File: config.mk
export PLATFORM = sky130hd
export DESIGN_NAME = pipe_reg_chain
export DESIGN_NICKNAME = d
export VERILOG_FILES = /design/src/rtl/pipe_reg_chain_pkg.sv /design/src/rtl/pipe_reg_chain_stage.sv /design/src/rtl/pipe_reg_chain.sv
export SDC_FILE = /design/constraint.sdc
export NUM_CORES = 1
export LEC_CHECK = 0
export CAP_MARGIN = 25
export CORE_MARGIN = 2
export CORE_UTILIZATION = 45
export DETAILED_ROUTE_END_ITERATION = 16
export PLACE_DENSITY = 0.84
export SLEW_MARGIN = 15
export SYNTH_ARGS = -nofsm -noshare
export SYNTH_HDL_FRONTEND = slang
export SYNTH_HIERARCHICAL = 1
export SYNTH_SLANG_ARGS = --single-unit
File: constraint.sdc
create_clock -name clk -period 3.1 [get_ports clk]
set_input_delay 0.93 -clock clk [delete_from_list [all_inputs] [get_ports clk]]
set_output_delay 0.93 -clock clk [all_outputs]
set_load 0.03 [all_outputs]
File: src/rtl/pipe_reg_chain_pkg.sv
// Shared constants and helpers for the pipeline register chain.
package pipe_reg_chain_pkg;

  // RV32 ADDI x0,x0,0: the canonical no-op presented on an empty output
  localparam logic [31:0] NOP_DEFAULT = 32'h0000_0013;

  function automatic int unsigned clog2(input int unsigned n);
    int unsigned r;
    int unsigned v;
    r = 0;
    v = 1;
    while (v < n) begin
      v = v * 2;
      r = r + 1;
    end
    return r;
  endfunction

endpackage

File: src/rtl/pipe_reg_chain_stage.sv
// One chain stage: valid bit with async reset plus an unreset data register.
module pipe_stage
  import pipe_reg_chain_pkg::*;
#(
  parameter int unsigned WIDTH = 32
) (
  input  logic             clk,
  input  logic             rst,
  input  logic             adv_i,
  input  logic             flush_i,
  input  logic             up_valid_i,
  input  logic [WIDTH-1:0] up_data_i,
  output logic             valid_nxt_c,
  output logic             valid_o,
  output logic [WIDTH-1:0] data_o
);

  logic             valid_q;
  logic             valid_d;
  logic [WIDTH-1:0] data_q;

  // Advancing overwrites the held item; a flushed item that cannot advance is dropped in place.
  always_comb begin
    valid_d = valid_q;
    if (adv_i) begin
      valid_d = up_valid_i;
    end else if (flush_i) begin
      valid_d = 1'b0;
    end
  end

  always_ff @(posedge clk or posedge rst) begin
    if (rst) begin
      valid_q <= 1'b0;
    end else begin
      valid_q <= valid_d;
    end
  end

  always_ff @(posedge clk) begin
    if (adv_i) begin
      data_q <= up_data_i;
    end
  end

  assign valid_nxt_c = valid_d;
  assign valid_o     = valid_q;
  assign data_o      = data_q;

endmodule

File: src/rtl/pipe_reg_chain.sv
// Valid/ready register chain with bubble collapsing, per-stage flush and occupancy count.
module pipe_reg_chain
  import pipe_reg_chain_pkg::*;
#(
  parameter int unsigned WIDTH     = 32,
  parameter int unsigned DEPTH     = 2,
  parameter logic [31:0] NOP_VALUE = NOP_DEFAULT
) (
  input  logic                         clk,
  input  logic                         rst,
  input  logic                         in_valid,
  input  logic [WIDTH-1:0]             in_data,
  output logic                         in_ready,
  output logic                         out_valid,
  output logic [WIDTH-1:0]             out_data,
  input  logic                         out_ready,
  input  logic [DEPTH-1:0]             flush_mask,
  output logic [clog2(DEPTH+1)-1:0]    occupancy
);

  localparam int unsigned      OCC_W = clog2(DEPTH + 1);
  localparam logic [WIDTH-1:0] NOP_W = WIDTH'(NOP_VALUE);

  logic [DEPTH-1:0] valid;
  logic [DEPTH-1:0] valid_nxt_c;
  logic [DEPTH-1:0] adv_c;
  logic [WIDTH-1:0] data [DEPTH];
  logic [OCC_W-1:0] occ_d;
  logic [OCC_W-1:0] occ_q;

  // A stage advances unless it and every stage downstream are full with out_ready low.
  always_comb begin
    logic full;
    full  = 1'b1;
    adv_c = '0;
    for (int i = int'(DEPTH) - 1; i >= 0; i--) begin
      full     = full & valid[i];
      adv_c[i] = out_ready | ~full;
    end
  end

  for (genvar g = 0; g < DEPTH; g++) begin : g_stage
    logic             up_valid;
    logic [WIDTH-1:0] up_data;

    if (g == 0) begin : g_head
      assign up_valid = in_valid;
      assign up_data  = in_data;
    end else begin : g_body
      assign up_valid = valid[g-1] & ~flush_mask[g-1];
      assign up_data  = data[g-1];
    end

    pipe_stage #(
      .WIDTH(WIDTH)
    ) u_stage (
      .clk        (clk),
      .rst        (rst),
      .adv_i      (adv_c[g]),
      .flush_i    (flush_mask[g]),
      .up_valid_i (up_valid),
      .up_data_i  (up_data),
      .valid_nxt_c(valid_nxt_c[g]),
      .valid_o    (valid[g]),
      .data_o     (data[g])
    );
  end

  always_comb begin
    occ_d = '0;
    for (int i = 0; i < int'(DEPTH); i++) begin
      occ_d = occ_d + OCC_W'(valid_nxt_c[i]);
    end
  end

  always_ff @(posedge clk or posedge rst) begin
    if (rst) begin
      occ_q <= '0;
    end else begin
      occ_q <= occ_d;
    end
  end

  assign in_ready  = adv_c[0];
  assign out_valid = valid[DEPTH-1] & ~flush_mask[DEPTH-1];
  assign out_data  = valid[DEPTH-1] ? data[DEPTH-1] : NOP_W;
  assign occupancy = occ_q;

endmodule

# ---- Word level (Yosys, flattened, before mapping)
# Index checks and enable logic that the tools add are counted.
dict set report totals {
  out_inout_bits 36
  regBits 68
  word_cells 20
  inputBits 38
}
dict set report classes {
  bitwise_logic 9
  mux 5
  addsub 1
}
# cell count
set ops {}
lappend ops {{$mux 32} 1}
lappend ops {{$mux 1} 4}
lappend ops {{$not 1->1} 4}
lappend ops {{$and 1x1->1} 3}
lappend ops {{$add 1x1->2} 1}
lappend ops {{$or 1x1->1} 2}

# ---- Longest topological paths before layout
dict set report logic_depth {
  ltp_word 5
  mapped_depth 5
  ltp_nobuf 4
}

# ---- Cells and area by module
# The synthesis kept the hierarchy.
# module seq_area_each_um2 area_each_um2 instances cells_each
set modules_own_cells {}
lappend modules_own_cells {pipe_stage 985.9 1008.5 2 37}
lappend modules_own_cells {pipe_reg_chain 50.0 312.8 1 43}

# ---- Worst setup path before layout
# OpenSTA, ideal clock, no wires.
dict set report synth_path {
  path_type {input-to-output}
  startpoint {input out_ready}
  endpoint {output in_ready}
  t_required_ps 2170
  path_stages 1
  setup_slack_ps 184
  path_buffers 0
  t_arrival_ps 1986
  cell_sequence {nand3b_1}
}
dict set report synth_between {
  elab_chain_cells 1
}
# item line
set synth_lines {}
lappend synth_lines {{start: declaration} pipe_reg_chain.sv:16} ;# input logic out_ready,
lappend synth_lines {{$or 1x1->1} pipe_reg_chain.sv:38} ;# adv_c[i] = out_ready | ~full;
lappend synth_lines {{end: declaration} pipe_reg_chain.sv:13} ;# output logic in_ready,
# Every way passes these cells.

# ---- Worst setup path in the final report
dict set report layout_path {
  startpoint {register g_stage[1].u_stage.valid_q}
  endpoint {output out_data[21]}
}
dict set report layout_between {
  elab_chain_cells 1
}
# item line
set layout_lines {}
lappend layout_lines {{start: declaration} pipe_reg_chain_stage.sv:18} ;# logic valid_q;
lappend layout_lines {{start signal: assignment} pipe_reg_chain_stage.sv:36} ;# valid_q <= valid_d;
lappend layout_lines {{$mux 32} pipe_reg_chain.sv:86} ;# assign out_data = valid[DEPTH-1] ? data[DEPTH-1] : NOP_W;
lappend layout_lines {{end: declaration} pipe_reg_chain.sv:15} ;# output logic [WIDTH-1:0] out_data,
# Every way passes these cells.

==> out/results.ini <==
[worst_setup_path]
max_stage_delay_ns=0.69
crit_family=buffers and inverters
arrival_ns=1.99
path_class=reg -> out
cp_cell_sequence=buf_4 -> and2_1 -> clkdlybuf4s50_1
rr_worst_depth=6
required_ns=2.17
path_max_fanout=23
crit_start=g_stage[1].u_stage/valid_o
rrSetupSlack_ns=1.22
r2r-start=g_stage[1].u_stage/valid_o
crit_buf_inv=2
critPathLaunchType=flip-flop
cp_slowest_cell=clkdlybuf4s50_1
end_kind=primary output
r2r_end=occupancy[0]

[clocking]
cts_setup_buffers=0
clock_latency_ns=0.32
cts_sinks=68
path_clk_slew_ns=0.06
htreeDepth=3
cts_buffer_depth=2
cts_inserted_buffers=9
cts_root_buffer=clkbuf_8
cts_tree=yes

[synthesis]
synth_nets=156
synthTopCellsByCount=edfxtp_1 (64), and2_1 (29), dfrtp_1 (4), or2b_1 (4)
synth_area_leaders=edfxtp_1 (82%), and2_1 (7.8%), dfrtp_1 (4.3%)
avgSynthCellArea_um2=19.91
syn_area_um2=2330
synth_seq_cells=68
synthCells=117
synth-edff-count=64
synth-async-reset-ratio_pct=5.882
synth-seq-area-share_pct=86.79
synth_top_area_share_pct=82.49
yosys_warnings=6
yosysMostFrequentCell=edfxtp_1
ys.flop_type=edfxtp_1
yosys.area.top_type=edfxtp_1
synth_cell_types=12

[hold_path]
hold_class=reg -> reg
min_from=g_stage[0].u_stage/data_o[31]
whs_endpoint=g_stage[1].u_stage/data_o[31]
min_path_cells=0

[global_routing]
grt_pass1_wl_mm=5.616
grt_max_degree=35
grt_pass1_vias=1203
grtUsageTotal_pct=13.54
antenna_found_initial=0
overflow=0

[sta]
setup_viol=0
rsz0062_at_grt=false
final_max_slew_viol_count=0
fin_crit_sh_pct=94.24
max_freq_mhz=342.3
worst_slew_pin_slew_ns=0.4192
skew_ns=0.006365
slew_headroom_pct=72.05
timing.setup.tns_ns=0
hold_viol_final=0
fin_crit_ns=2.921

[place]
placed_cell_area_um2=3153
gp_congestion=0.6908
place_inst=260
post-dp-hpwl_mm=2.592
port_buffers=73

[run]
drv_cap=0

[floorplanning]
fp-row-count=26
fp.coreArea_um2=5042
pin_count=74
start_util_pct=46.20
die-area_um2=5768
die_w_um=75.95
dieHeight_um=75.95

[finish]
design_area_um2=3329
fin_util_pct=66.03
drive_above_1_share_pct=8.293
areaGrowthSynthToFinish_pct=42.91
instances_no_fill=275
fill_cells=355
nNetsFinal=240
antennaDiodeCount=0
ff_latch_area_um2=2022
multiInputGateArea_um2=281.5

[detailed_routing]
routed-via-count=1221
ant_nets=0
drc=0
wirelength_mm=3.576
via_per_inst=4.440
wl_per_cell_um=13.00
drt_pass1_iterations=4
drtIter0Drc=31

[pwr]
power_density_nw_per_um2=579.7
vdd_ir_drop_max_mv=0.3531
p_total_mw=1.930
power_leakage_nw=1.248

[status]
status=complete, no violations

[logic make-up after synthesis]
| kind of cell | share of synthesized area [%] |
|---|---|
| flops | 86.79 |
| simple gates | 10.79 |
| buf+inv | 1.128 |
| compound gates | 0.7520 |
| fa+ha+maj | 0.5370 |
[final cells by class]
cell class	instances	share of cell area [%]
Clock buffer	12	4.059
Clock inverter	3	1.165
Inverter	3	0.3382
Multi-Input combinational cell	43	8.455
Sequential cell	68	60.73
Tap cell	70	2.631
Timing Repair Buffer	76	22.62
[sequential cells by signal (all words and copies together), names as in the netlist]
register and flops:
g_stage.u_stage/data_o 64, occupancy 2, g_stage.u_stage/valid_o 2
[per-layer routing]
layer,part of all wire (%),GRT usage [%],vias up,wire (um)
li1,-,-,585,-
met1,36,13.01,574,1285
met2,52,22.77,53,1871
met3,9.4,7.262,9,337
met4,2.3,8.182,0,81
met5,0,0,-,0
[where the power goes]
group          switching, mW  internal [mW]  total, mW
clock                  0.277          0.364      0.640
sequential            0.0167           1.08       1.10
combinational         0.0960         0.0986      0.195
[worst max-delay path by stage]
stage	slack, ns	end	cells past startpoint
after CTS	0.03	out_valid	3
after global placement	0.06	out_valid	3
final	0.18	out_data[21]	3
after detailed placement	0.03	out_valid	3
after floorplan	0.18	in_ready	1
after global routing	0.03	out_data[15]	3
[timing repair]
item                       4_1_cts  5_1_grt
hold buffers                     0        0
hold endpoints to repair         0        0
gates resized for setup          0        1
setup endpoints to repair        0        1
[cell usage in the layout (no fill, tap or decap), types with 2 or more instances in the layout]
cell type,n
and2_1,29
buf_4,4
clkbuf_1,3
clkbuf_8,9
clkdlybuf4s50_1,71
dfrtp_1,4
edfxtp_1,64
inv_1,3
nand2_1,2
nand2b_1,2
nor2b_1,2
o21ai_2,2
or2b_1,4
[per-stage QoR]
stage,setup slack [ns],hold WS [ns]
after global routing,0.02663,0.4235
after CTS,0.02931,0.4186
final,0.1787,0.4176
after detailed placement,0.03235,0.4045
after floorplan,0.1838,0.4003
after global placement,0.05761,0.4009
Note: power is estimated with default switching activity, not from simulation.
